$ cat src/rtl/safety_mem_port_arbiter.sv
// safety_mem_port_arbiter: shares one OBI memory port between a data requester
// and a shadow requester. It tracks in-flight transactions in a small ID FIFO so
// each response is steered back to the port that issued it.
// Optional feature: define SAFETY_ARB_RR_EN for round-robin arbitration.
// Without it the data port has fixed priority.
module safety_mem_port_arbiter #(
  parameter int NumOutstanding = 2,
  parameter int ErrBits        = 2
) (
  input  logic                              clk_i,
  input  logic                              rst_i,
  // data requester
  input  logic                              d_req_i,
  input  logic                              d_we_i,
  input  logic [3:0]                        d_be_i,
  input  logic [31:0]                       d_addr_i,
  input  logic [31:0]                       d_wdata_i,
  output logic                              d_gnt_o,
  output logic                              d_rvalid_o,
  output logic [31:0]                       d_rdata_o,
  output logic [ErrBits-1:0]                d_err_o,
  // shadow requester
  input  logic                              s_req_i,
  input  logic                              s_we_i,
  input  logic [3:0]                        s_be_i,
  input  logic [31:0]                       s_addr_i,
  input  logic [31:0]                       s_wdata_i,
  output logic                              s_gnt_o,
  output logic                              s_rvalid_o,
  output logic [31:0]                       s_rdata_o,
  output logic [ErrBits-1:0]                s_err_o,
  // shared memory port
  output logic                              mem_req_o,
  output logic                              mem_we_o,
  output logic [3:0]                        mem_be_o,
  output logic [31:0]                       mem_addr_o,
  output logic [31:0]                       mem_wdata_o,
  input  logic                              mem_gnt_i,
  input  logic                              mem_rvalid_i,
  input  logic [31:0]                       mem_rdata_i,
  input  logic [ErrBits-1:0]                mem_err_i,
  // status
  output logic [$clog2(NumOutstanding+1)-1:0] outstanding_o,
  output logic                              unexp_rsp_o
);

  localparam int CntW = $clog2(NumOutstanding + 1);
  localparam int PtrW = (NumOutstanding > 1) ? $clog2(NumOutstanding) : 1;

  // ID FIFO storage: one bit per entry, 0 = data, 1 = shadow
  logic [NumOutstanding-1:0] id_mem_q, id_mem_d;
  logic [PtrW-1:0]           wr_ptr_q, wr_ptr_d;
  logic [PtrW-1:0]           rd_ptr_q, rd_ptr_d;
  logic [CntW-1:0]           count_q, count_d;
  logic                      lock_q, lock_d;
  logic                      lock_id_q, lock_id_d;
  logic                      unexp_q, unexp_d;
`ifdef SAFETY_ARB_RR_EN
  logic                      rr_ptr_q, rr_ptr_d;
`endif

  logic winner;
  logic rsp_match;
  logic full;
  logic push;
  logic pop;
  logic head_id;

  // Pick the port that drives the memory request; a stalled request keeps its owner
  always_comb begin
    winner = 1'b0;
    if (lock_q) begin
      winner = lock_id_q;
    end else if (d_req_i && s_req_i) begin
`ifdef SAFETY_ARB_RR_EN
      winner = rr_ptr_q;
`else
      winner = 1'b0;
`endif
    end else if (s_req_i) begin
      winner = 1'b1;
    end
  end

  // Request gating, handshake detection and response steering
  always_comb begin
    rsp_match   = mem_rvalid_i && (count_q != '0);
    // a response retiring this cycle frees a slot for a same-cycle request
    full        = (count_q == CntW'(NumOutstanding)) && !rsp_match;
    mem_req_o   = (d_req_i || s_req_i) && !full && !rst_i;
    push        = mem_req_o && mem_gnt_i;
    pop         = rsp_match && !rst_i;
    head_id     = id_mem_q[rd_ptr_q];

    d_gnt_o     = push && !winner;
    s_gnt_o     = push && winner;

    mem_we_o    = winner ? s_we_i    : d_we_i;
    mem_be_o    = winner ? s_be_i    : d_be_i;
    mem_addr_o  = winner ? s_addr_i  : d_addr_i;
    mem_wdata_o = winner ? s_wdata_i : d_wdata_i;

    d_rvalid_o  = pop && !head_id;
    s_rvalid_o  = pop && head_id;
    d_rdata_o   = mem_rdata_i;
    s_rdata_o   = mem_rdata_i;
    d_err_o     = mem_err_i;
    s_err_o     = mem_err_i;

    outstanding_o = count_q;
    unexp_rsp_o   = unexp_q;
  end

  // Next-state for FIFO pointers, occupancy, lock, sticky error and priority
  always_comb begin
    id_mem_d  = id_mem_q;
    wr_ptr_d  = wr_ptr_q;
    rd_ptr_d  = rd_ptr_q;
    count_d   = count_q;
    lock_d    = mem_req_o && !mem_gnt_i;
    lock_id_d = winner;
    unexp_d   = unexp_q || (mem_rvalid_i && (count_q == '0));
`ifdef SAFETY_ARB_RR_EN
    rr_ptr_d  = push ? !winner : rr_ptr_q;
`endif

    if (push) begin
      id_mem_d[wr_ptr_q] = winner;
      wr_ptr_d = (wr_ptr_q == PtrW'(NumOutstanding - 1)) ? '0 : wr_ptr_q + 1'b1;
    end
    if (pop) begin
      rd_ptr_d = (rd_ptr_q == PtrW'(NumOutstanding - 1)) ? '0 : rd_ptr_q + 1'b1;
    end

    unique case ({push, pop})
      2'b10:   count_d = count_q + 1'b1;
      2'b01:   count_d = count_q - 1'b1;
      default: count_d = count_q;
    endcase
  end

  // State registers with synchronous reset
  always_ff @(posedge clk_i) begin
    if (rst_i) begin
      id_mem_q  <= '0;
      wr_ptr_q  <= '0;
      rd_ptr_q  <= '0;
      count_q   <= '0;
      lock_q    <= 1'b0;
      lock_id_q <= 1'b0;
      unexp_q   <= 1'b0;
`ifdef SAFETY_ARB_RR_EN
      rr_ptr_q  <= 1'b0;
`endif
    end else begin
      id_mem_q  <= id_mem_d;
      wr_ptr_q  <= wr_ptr_d;
      rd_ptr_q  <= rd_ptr_d;
      count_q   <= count_d;
      lock_q    <= lock_d;
      lock_id_q <= lock_id_d;
      unexp_q   <= unexp_d;
`ifdef SAFETY_ARB_RR_EN
      rr_ptr_q  <= rr_ptr_d;
`endif
    end
  end

endmodule

$ cat config.mk
export PLATFORM = sky130hd
export DESIGN_NAME = safety_mem_port_arbiter
export DESIGN_NICKNAME = d
export VERILOG_FILES = /design/src/rtl/safety_mem_port_arbiter.sv
export SDC_FILE = /design/constraint.sdc
export NUM_CORES = 1
export LEC_CHECK = 0
export ABC_AREA = 1
export CAP_MARGIN = 15
export CELL_PAD_IN_SITES_DETAIL_PLACEMENT = 0
export CELL_PAD_IN_SITES_GLOBAL_PLACEMENT = 2
export CORE_MARGIN = 8
export CORE_UTILIZATION = 10
export CTS_CLUSTER_SIZE = 24
export DETAILED_ROUTE_END_ITERATION = 10
export PLACE_DENSITY_LB_ADDON = 0.05
export SYNTH_ARGS = -nofsm -noshare
export SYNTH_HDL_FRONTEND = slang
export SYNTH_SLANG_ARGS = --single-unit
$ cat constraint.sdc
create_clock -name clk_i -period 1.8 [get_ports clk_i]
set_input_delay 0.18 -clock clk_i [delete_from_list [all_inputs] [get_ports clk_i]]
set_output_delay 0.18 -clock clk_i [all_outputs]
set_load 0.01 [all_outputs]
Yosys cells after proc, flatten, opt, wreduce, memory -nomap -nowiden
Index checks and enable logic that the tools add are counted.
Widths: inputs -> output; s select.
- flip-flop bits (word level): 9
- magnitude comparators: 3
- muxes and demuxes: 15
- equal/unequal tests: 3
- add/sub/neg operators: 4
- reductions and logical operators: 25
- operators by type and width (operator ; number):
    $mux 32 ; 2
    $logic_and 1x1->1 ; 14
    $mux 1 ; 9
    $logic_not 1->1 ; 6
    $eq 2x2->1 const B ; 2
    $lt 1x2->1 const B ; 2
    $mux 4 ; 1
    $pmux 2 s2 ; 1
    $reduce_bool 2->1 ; 2
    $add 1x1->1 const B ; 2
    $add 2x1->2 const B ; 1
    $bwmux 2 ; 1
    $eq 2x1->1 const B ; 1
    $logic_not 2->1 ; 1
    $logic_or 1x1->1 ; 2
    $sub 2x1->2 const B ; 1
    $demux 1 s1 ; 1
    $ge 1x1->1 const B ; 1

Logic depth before layout (Yosys ltp)
Gate-level depths: netlist (run 1).
- depth after elaboration: 10
- gate-level depth with buffers: 9
- depth with buffers taken out: 9

Worst setup path before layout (run 1)
Ideal clock, no wire load.
- path kind: reg-to-reg
- from: register count_q[0], in the netlist outstanding_o[0]
- to: register count_q[1], in the netlist outstanding_o[1]
- library setup time: 113 ps
- arrival: 1500 ps
- cell stages (with the launch flop): 10
- data required time: 1687 ps
- setup slack: 187 ps
- period minus slack after synthesis: 1613 ps
- path through: dfxtp_1 -> inv_1 -> nand3_1 -> nand3_2 -> ha_1 -> o21bai_1 -> a21oi_1 -> nand2_1 -> nand2_1 -> nor2_1
- cells in the longest elaborated chain, start to end: 10
- RTL lines (item ; RTL line ; text):
    from (decl) ; 54 ; logic [CntW-1:0] count_q, count_d;
    from (signal assigned) ; 159 ; count_q <= count_d;
    $reduce_bool 2->1 ; 87 ; rsp_match = mem_rvalid_i && (count_q != '0);
    $logic_and 1x1->1 ; 87 ;
    $logic_not 1->1 ; 89 ; full = (count_q == CntW'(NumOutstanding)) && !rsp_match;
    $logic_and 1x1->1 ; 89 ;
    $logic_not 1->1 ; 90 ; mem_req_o = (d_req_i || s_req_i) && !full && !rst_i;
    $logic_and 1x1->1 (2 in a row) ; 90 ;
    $logic_and 1x1->1 ; 91 ; push = mem_req_o && mem_gnt_i;
    $eq 2x1->1 or $eq 2x2->1 (tied branches) ; 135 ; unique case ({push, pop})
    $pmux 2 s2 or $reduce_bool 2->1 (tied branches) ; n/a ;
Parallel ways exist; a longest one is shown, timed or not.
A chain may end at the register's enable or synchronous reset.

Final worst setup path (run 1)
- from: register lock_q
- to: output mem_wdata_o[15]
- cells in the longest elaborated chain, start to end: 2
- RTL lines (item ; RTL line ; text):
    from (decl) ; 55 ; logic lock_q, lock_d;
    from (signal assigned) ; 160 ; lock_q <= lock_d;
    $mux 1 ; 72 ; if (lock_q) begin
    $mux 32 ; 101 ; mem_wdata_o = winner ? s_wdata_i : d_wdata_i;
    to (decl) ; 37 ; output logic [31:0] mem_wdata_o,
Every way passes these cells.

==> results of run 1 <==
[synth_stat cells, drive strengths merged]
| master | number |
|---|---|
| ha | 1 |
| nand2 | 218 |
| o21bai | 1 |
| a21oi | 4 |
| dfxtp | 9 |
| inv | 10 |
| buf | 83 |
| nor2 | 15 |
| or2 | 1 |
| nand3 | 3 |
| and2 | 1 |
| nor3 | 1 |
| o21ai | 6 |
| nand4 | 1 |
[power by group through the flow]
stage	Combinational [W]	Sequential, W	Clock, W
after floorplan	0.000569	0.000228	0
final	0.00127	0.000226	0.000401
after global routing	0.00140	0.000228	0.000419
after global placement	0.00122	0.000227	0
after CTS	0.00127	0.000225	0.000408
after detailed placement	0.00120	0.000227	0
[worst max-delay path: stages, from the launching register on]
cell	delay, ps
dfxtp_2	320
inv_2	30
or2_4	260
nand2_8	110
inv_8	50
buf_12	140
buf_12	140
buf_12	130
nand2_2	40
nand2_1	40
buf_2	130
[sequential cells by signal, indices dropped and copies added, names as in the netlist]
register,cells
id_mem_q,2
lock_q,1
lock_id_q,1
unexp_rsp_o,1
wr_ptr_q,1
rd_ptr_q,1
outstanding_o,2
[path summary, 6_finish.rpt]
| kind | cells after the start | from | end | slack [ps] |
|---|---|---|---|---|
| setup / recovery | 10 | lock_q | mem_wdata_o[15] | -10 |
| hold / removal | 0 | mem_rdata_i[23] | d_rdata_o[23] | 360 |
| setup reg to reg | 9 | outstanding_o[0] | outstanding_o[1] | 220 |
| hold reg to reg | 2 | unexp_rsp_o | unexp_rsp_o | 470 |
[through the flow]
stage          cell area, sq um  hold WS (ps)  setup TNS, ps  worst slack, ps  utilization
3_5_place_dp               3880           360         -25410             -431        0.209
3_3_place_gp               3880           360         -27970             -472        0.209
2_1_floorplan              1870           252              0              187            -
6_report                   4140           360          -19.4            -14.0        0.224
5_1_grt                    4140           360           -347            -75.9        0.224
4_1_cts                    4090           360          -1750             -165        0.221
[kinds of logic (layout without fill, tap and decap cells)]
group           after synthesis  in the layout  share of synthesized area
flops                         9              9                     0.0962
simple gates                240            240                      0.494
compound gates               11             11                     0.0327
buf+inv                      93            267                      0.370
fa+ha+maj                     1              1                    0.00668
[layout by cell type, fill, tap and decap left out, types with 2 or more instances in the layout]
cell type	Yosys	layout
a21oi_1	4	3
dfxtp_2	0	2
buf_4	75	11
nand2_4	1	4
buf_12	0	10
clkdlybuf4s50_1	0	144
nor2_1	15	15
nand2_1	217	198
buf_2	0	39
inv_1	9	8
dfxtp_1	9	7
clkbuf_2	0	19
nand2_2	0	15
o21ai_0	5	4
buf_16	0	4
nand3_1	2	2
clkbuf_16	0	5
dlygate4sd2_1	0	5
buf_6	8	17
[cell type report]
cell class / instances / area share
flip-flops and latches: 9 / 0.0441
clock buffers: 4 / 0.0190
well taps: 234 / 0.0707
multi-input cells: 252 / 0.266
inverters: 10 / 0.0109
repair buffers: 253 / 0.589
[repair_timing]
item | CTS | global route
hold buffers | 0 | 0
buffers inserted | 11 | 4
endpoints found under the setup margin | 74 | 57
resized for setup | 264 | 75
cloned | 6 | 2
pin swaps | 1 | 5
[layer usage]
metal	wire (microns)	vias up
li1	-	1343
met3	1430	29
met1	4360	1104
met2	6010	152
met4	241	2
met5	13	-
==> key figures, run 1 <==
Clock tree
  • Clk_lat worst skew: 230 ps
  • Clk pin slew, worst setup/hold paths: 40 ps
  • CTS Root Buffer Type: clkbuf_16
  • CTS max path bufs: 2
  • Num Clock Sinks: 9
  • CTS tree: built
  • H-tree Lvls: 1
  • CTS buffer count: 3

Route
  • Vias per inst: 3.45
  • Vias: 2630
  • Final ANT Viol Nets: 0
  • Iteration-0 DRC Markers: 55
  • Final wirelength: 12.1 mm
  • Pre-antenna DRT Iters: 4
  • Avg WL per Cell: 15.8 microns
  • DRC violations left: 0

STA
  • Number of endpoints failing setup at the final stage: 2
  • Unrepaired setup endpoints after global routing: true
  • Final min period: 1810 ps
  • Clock Skew: 2.48 ps
  • Worst slew margin: 0.833
  • Peak Freq: 0.551 GHz
  • Worst-margin pin slew: 249 ps
  • Fin worst setup slack: -14.0 ps
  • Max-slew violations: 0
  • Fin. Hold Viols: 0
  • Final period util: 1.01

Floorplanning
  • Die footprint: 23400 sq um
  • Site row count: 50
  • Starting Density: 0.101
  • Total core area: 18500 sq um
  • Die width: 153 microns
  • IO Pins: 323
  • Vert. Die Dim: 153 microns

Place
  • Placer Congestion: 0.711
  • Detail Placement HPWL: 8.99 mm
  • Placed Instances: 740
  • Port Buffers: 220

Global routing
  • First-pass GRT wire length: 17.2 mm
  • Total grt overflow: 0
  • Global routing usage on met3: 0.0454
  • GRT met2 Usage: 0.178
  • Met1 Use GR: 0.0924
  • Largest net degree at the start of global routing: 30
  • Total GRT Usage: 0.0957
  • Vias in the first global route: 2776
  • Initial antenna violation count: 1
  • Global route hottest layer: met2

Synth
  • Dominant cells by area after synthesis: nand2_1 43%, buf_4 30%, dfxtp_1 9.6%
  • Number of synthesized register bits: 9
  • Yosys Warn Count: 0
  • Mapped Area: 1870 sq um
  • Syn Area/Cell: 5.29 sq um
  • Yosys cell types: 19
  • Net Count, Synth: 533
  • Seq/Total Area, Yosys: 0.0962
  • Mapped Cells: 354
  • Yosys top cell area share: 0.435
  • Area leader, netlist: nand2_1

Pwr
  • Sequential share of power: 0.119
  • Worst VDD drop: 0.216 mV
  • Cell Pwr Density: 459 nW/um^2
  • Switching Share: 0.351
  • Sw power: 0.000665 W
  • Combinational Power Share: 0.670
  • Total Power: 0.00190 W
  • Clock group share of total power: 0.211
  • LEAKAGE: 2.08 nW
  • Int Pwr: 0.00123 W

Final layout
  • Fillers: 2129
  • Share of layout cells above drive strength 1: 0.256
  • FF+latch area: 183 sq um
  • Layout Nets: 708
  • Non-Filler Instances: 762
  • Multi-input gate area: 1100 sq um
  • Synth-to-Final Area Change: 121%
  • ANT cells: 0

Setup path
  • Crit path DAT: 1630 ps
  • Setup Crit Path Kind: flop to output port
  • WP data required: 1620 ps
  • Critical Path Start Type: flop
  • Critical path fanouts, max: 6
  • Crit end category: output port

Job
  • Max Cap Viol: 0

Run status
  • Outcome: finished, violations left
  • Failing checks: negative setup slack

Hold path
  • Worst hold-check path type: input pin to output port
No activity file was read; power rests on OpenSTA's default activity.
==> run 2: changes to the inputs <==
--- a/constraint.sdc
+++ b/constraint.sdc
@@ -3,2 +3,2 @@
 set_output_delay 0.18 -clock clk_i [all_outputs]
-set_load 0.01 [all_outputs]
+set_load 0.02 [all_outputs]
==> run 2 against run 1 <==
Net effect:
- the flow now finishes without violations
- first-iteration DRC count shrank 15%
- hold slack is essentially flat
- power grew 9.3%
- clock power is essentially flat
- combinational power grew 14%
- sequential cell count is the same
- maximum frequency grew 3.9%
- critical path depth shrank 2
- largest cell class unchanged
==> key figures, run 2 (synthesized netlist as in run 1, its figures left out) <==
Clock tree
  • CTS tree: built
  • CTS max path bufs: 2
  • H-tree Lvls: 1
  • CTS Root Buffer Type: clkbuf_16
  • Clk pin slew, worst setup/hold paths: 40 ps
  • CTS buffer count: 3
  • Num Clock Sinks: 9
  • Clk_lat worst skew: 240 ps

Global routing
  • Initial antenna violation count: 1
  • Total GRT Usage: 0.0987
  • Total grt overflow: 0
  • First-pass GRT wire length: 17.7 mm
  • Vias in the first global route: 2850
  • Largest net degree at the start of global routing: 19

Run status
  • Outcome: completed

Pwr
  • Worst VDD drop: 0.233 mV
  • Int Pwr: 0.00127 W
  • Clock group share of total power: 0.193
  • Sw power: 0.000808 W
  • Switching Share: 0.389
  • Cell Pwr Density: 492 nW/um^2
  • LEAKAGE: 2.07 nW
  • Total Power: 0.00208 W
  • Sequential share of power: 0.109
  • Combinational Power Share: 0.698

Place
  • Dpl ws: -642 ps
  • Placed Instances: 745
  • Placer Congestion: 0.679
  • Port Buffers: 220
  • Detail Placement HPWL: 9.11 mm

Setup path
  • Worst path slowest cell: dfxtp_2
  • Critical path fanouts, max: 14
  • WP data required: 1620 ps
  • Crit path DAT: 1570 ps
  • Critical Path Start Type: flop
  • CP cell instances: inv_2 > or2_4 > nand2_8 > buf_12 > buf_16 > nand2_1 > nand2_1 > buf_6
  • Setup Crit Path Kind: flop to output port
  • Crit end category: output port
  • CP peak stage delay: 320 ps
  • Most frequent CP cell: nand2_1

Route
  • Vias per inst: 3.50
  • Final ANT Viol Nets: 0
  • DRC violations left: 0
  • Pre-antenna DRT Iters: 4
  • Vias: 2674
  • Iteration-0 DRC Markers: 47
  • Final wirelength: 11.9 mm
  • Avg WL per Cell: 15.7 microns

STA
  • Final min period: 1750 ps
  • Worst slew margin: 0.842
  • Peak Freq: 0.573 GHz
  • Unrepaired setup endpoints after global routing: true
  • Worst-margin pin slew: 235 ps
  • Final period util: 0.970
  • Fin. Hold Viols: 0
  • Clock Skew: 3.51 ps
  • Max-slew violations: 0
  • Hold slack: 360 ps
  • Number of endpoints failing setup at the final stage: 0
  • Fin worst setup slack: 53.3 ps

Final layout
  • Layout Nets: 709
  • Non-Filler Instances: 763
  • Commonest non-fill, non-tap cells in the layout: 191 x nand2_1, 143 x clkdlybuf4s50_1, 35 x buf_6, 32 x buf_2
  • Share of layout cells above drive strength 1: 0.278
  • Most common cell after layout, fill and taps aside: nand2_1
  • Post-layout util: 0.228
  • ANT cells: 0
  • Synth-to-Final Area Change: 125%

Job
  • Max Cap Viol: 0

Floorplanning
  • Vert. Die Dim: 153 microns
  • Total core area: 18500 sq um
  • Die footprint: 23400 sq um
  • Starting Density: 0.101
  • Site row count: 50
  • IO Pins: 323
  • Die width: 153 microns

Hold path
  • Worst hold-check path type: input pin to output port
## run 2: cell count changes in the layout (fill, tap and decap cells not counted), moves of 2 or more
cell	delta
nand2_1	-7
clkbuf_2	-19
nor2_1	-2
buf_12	-5
nand2_2	+11
clkbuf_16	-2
nand2_4	-4
nor2_2	+2
o21ai_2	+2
buf_6	+18
buf_4	+15
buf_2	-7
## run 2: final timing paths
kind	start	endpoint	slack [ps]	cells after the start
setup reg to reg	outstanding_o[0]	outstanding_o[1]	260	9
hold / removal	mem_rdata_i[23]	d_rdata_o[23]	360	0
setup / recovery	lock_q	mem_wdata_o[27]	50	8
hold reg to reg	id_mem_q[1]	id_mem_q[1]	460	2
## run 2: per-layer routing
metal,GRT usage,wire [microns]
met5,0,13
met1,0.0993,4430
met4,0.0231,160
met2,0.182,5980
met3,0.0465,1370
## run 2: final cells by class
type                            instances  area (sq um)
Tap cell                              234           293
Fill cell                            2117         14300
Multi-Input combinational cell        252          1110
Timing Repair Buffer                  254          2500
Sequential cell                         9           183
Clock buffer                            4          78.8
Inverter                               10          50.0
## run 2: power by group through the flow
stage | sequential, W | combinational, W | clock (W)
global route | 0.000228 | 0.00157 | 0.000420
finish | 0.000226 | 0.00145 | 0.000400
detailed placement | 0.000227 | 0.00135 | 0
global placement | 0.000227 | 0.00136 | 0
floorplan | 0.000233 | 0.000769 | 0
CTS | 0.000224 | 0.00136 | 0.000411
## run 2: timing repair
action                     4_1_cts  5_1_grt
cloned                           5        0
pin swaps                        0       14
hold buffers                     0        0
setup buffers                    8        4
gates resized for setup        302      103
setup endpoints to repair       75       67
## run 2: worst max-delay path, delay by kind of cell (launching register included)
kind	cells	cell delay, ps
flops	1	320
simple gates	4	540
buf+inv	4	440
## run 2: per-stage QoR
| stage | setup TNS, ps | cell area (sq um) |
|---|---|---|
| 6_report | 0 | 4220 |
| 5_1_grt | -5.75 | 4220 |
| 4_1_cts | -221 | 3920 |
| 3_5_place_dp | -37410 | 3890 |
| 3_3_place_gp | -38860 | 3890 |
| 2_1_floorplan | 0 | 1870 |
==> run 3: changes to the inputs <==
MAX_ROUTING_LAYER = met4   (was default)
SLEW_MARGIN = 5   (was default)
==> run 3 against run 2 <==
Net effect:
- via count is 0.60% higher
- cell count is 0.13% higher
- power is 0.11% higher
- clock skew hardly changed
- die area stayed put
- count of clock-buffer cells in the layout stayed put
- critical path depth stayed put
- clock power hardly changed
- global-route usage is 0.29 points higher
- cell area hardly changed
- largest power group unchanged
- highest routed layer is now met4
==> key figures, run 3 (synthesized netlist as in run 1, its figures left out) <==
Global routing
  • Total GRT Usage: 0.102
  • Initial antenna violation count: 1
  • Largest net degree at the start of global routing: 19
  • Total grt overflow: 0
  • First-pass GRT wire length: 17.7 mm
  • Vias in the first global route: 2866

STA
  • Number of endpoints failing setup at the final stage: 0
  • Max-slew violations: 0
  • Worst-margin pin slew: 235 ps
  • Final min period: 1750 ps
  • Final period util: 0.971
  • Fin. Hold Viols: 0
  • Worst slew margin: 0.842
  • Fin worst setup slack: 51.4 ps
  • Unrepaired setup endpoints after global routing: true
  • Clock Skew: 3.70 ps
  • Peak Freq: 0.572 GHz

Pwr
  • Clock group share of total power: 0.193
  • Sw power: 0.000809 W
  • Combinational Power Share: 0.699
  • Int Pwr: 0.00127 W
  • Sequential share of power: 0.109
  • Worst VDD drop: 0.233 mV
  • LEAKAGE: 2.08 nW
  • Cell Pwr Density: 492 nW/um^2
  • Switching Share: 0.389

Place
  • Dpl ws: -642 ps
  • Placer Congestion: 0.686
  • Port Buffers: 220
  • Detail Placement HPWL: 9.11 mm
  • Placed Instances: 745

Route
  • Final ANT Viol Nets: 0
  • Pre-antenna DRT Iters: 4
  • Iteration-0 DRC Markers: 52
  • Vias: 2690
  • Vias per inst: 3.52
  • Final wirelength: 12.0 mm
  • DRC violations left: 0
  • Avg WL per Cell: 15.7 microns

Final layout
  • Share of layout cells above drive strength 1: 0.280
  • Non-Filler Instances: 764
  • Most common cell after layout, fill and taps aside: nand2_1
  • Commonest non-fill, non-tap cells in the layout: 190 x nand2_1, 143 x clkdlybuf4s50_1, 36 x buf_6, 33 x buf_2, 27 x nand2_2
  • Fillers: 2117
  • Post-layout util: 0.228
  • Synth-to-Final Area Change: 125%
  • Layout Nets: 709

Floorplanning
  • IO Pins: 323
  • Die width: 153 microns
  • Site row count: 50
  • Total core area: 18500 sq um
  • Die footprint: 23400 sq um
  • Vert. Die Dim: 153 microns
  • Starting Density: 0.101

Setup path
  • Setup Crit Path Kind: flop to output port
  • WP data required: 1620 ps
  • Critical path fanouts, max: 14
  • Crit end category: output port
  • Critical Path Start Type: flop
  • Worst path slowest cell: dfxtp_2
  • CP cell instances: inv_2 > or2_4 > nand2_8 > buf_12 > buf_16 > nand2_1 > nand2_1 > buf_6
  • CP peak stage delay: 320 ps
  • Crit path DAT: 1570 ps
  • Most frequent CP cell: nand2_1

Clock tree
  • CTS tree: built
  • Num Clock Sinks: 9
  • CTS max path bufs: 2
  • Clk pin slew, worst setup/hold paths: 40 ps
  • Clk_lat worst skew: 240 ps
  • H-tree Lvls: 1
  • CTS buffer count: 3
  • CTS Root Buffer Type: clkbuf_16

Hold path
  • Worst hold-check path type: input pin to output port

Job
  • Max Cap Viol: 0

Run status
  • Outcome: completed
## run 3: worst paths after layout
check	from	end	slack, ps	cells past startpoint
hold reg to reg	id_mem_q[1]	id_mem_q[1]	460	2
setup reg to reg	outstanding_o[0]	outstanding_o[1]	260	9
hold / removal	mem_rdata_i[23]	d_rdata_o[23]	360	0
setup / recovery	lock_q	mem_wdata_o[27]	50	8
## run 3: per-stage QoR
stage	instance area (sq um)	hold WS, ps	TNS, ps	total power (W)
2_1_floorplan	1870	252	0	0.00100
3_3_place_gp	3890	360	-38860	0.00159
3_5_place_dp	3890	360	-37410	0.00158
4_1_cts	3920	360	-221	0.00199
5_1_grt	4220	360	-9.97	0.00222
6_report	4220	360	0	0.00208
## run 3: power by group through the flow
stage                     logic, W  registers (W)  clock network (W)
after global placement     0.00136       0.000227                  0
after floorplan           0.000769       0.000233                  0
after CTS                  0.00136       0.000224           0.000411
after global routing       0.00157       0.000228           0.000420
after detailed placement   0.00135       0.000227                  0
final                      0.00145       0.000226           0.000400
## run 3: worst max-delay path: cells and delay by family (launching register included)
kind	cells	cell delay, ps
AND/OR/NAND/NOR	4	540
flip-flops	1	320
buffers and inverters	4	440
## run 3: layout make-up
type / count / area, sq um / share of cell area
diodes: 1 / 2.50 / 0.000593
well taps: 234 / 293 / 0.0694
multi-input cells: 252 / 1110 / 0.263
repair buffers: 254 / 2500 / 0.593
clock buffers: 4 / 78.8 / 0.0187
flip-flops and latches: 9 / 183 / 0.0433
inverters: 10 / 50.0 / 0.0119
## run 3: routing by layer
layer	wire length (microns)	GRT usage	vias to the layer above	share of wire
met1	4630	0.103	1174	0.39
li1	-	-	1345	-
met5	0	-	-	0
met3	1180	0.0398	27	0.099
met4	160	0.0231	0	0.013
met2	6010	0.182	144	0.50
## run 3: what timing repair did
action / CTS / global route
pin swaps: 0 / 14
setup buffers: 8 / 4
setup endpoints to repair: 75 / 67
gates resized for setup: 302 / 108
gates cloned: 5 / 0
hold buffers: 0 / 0
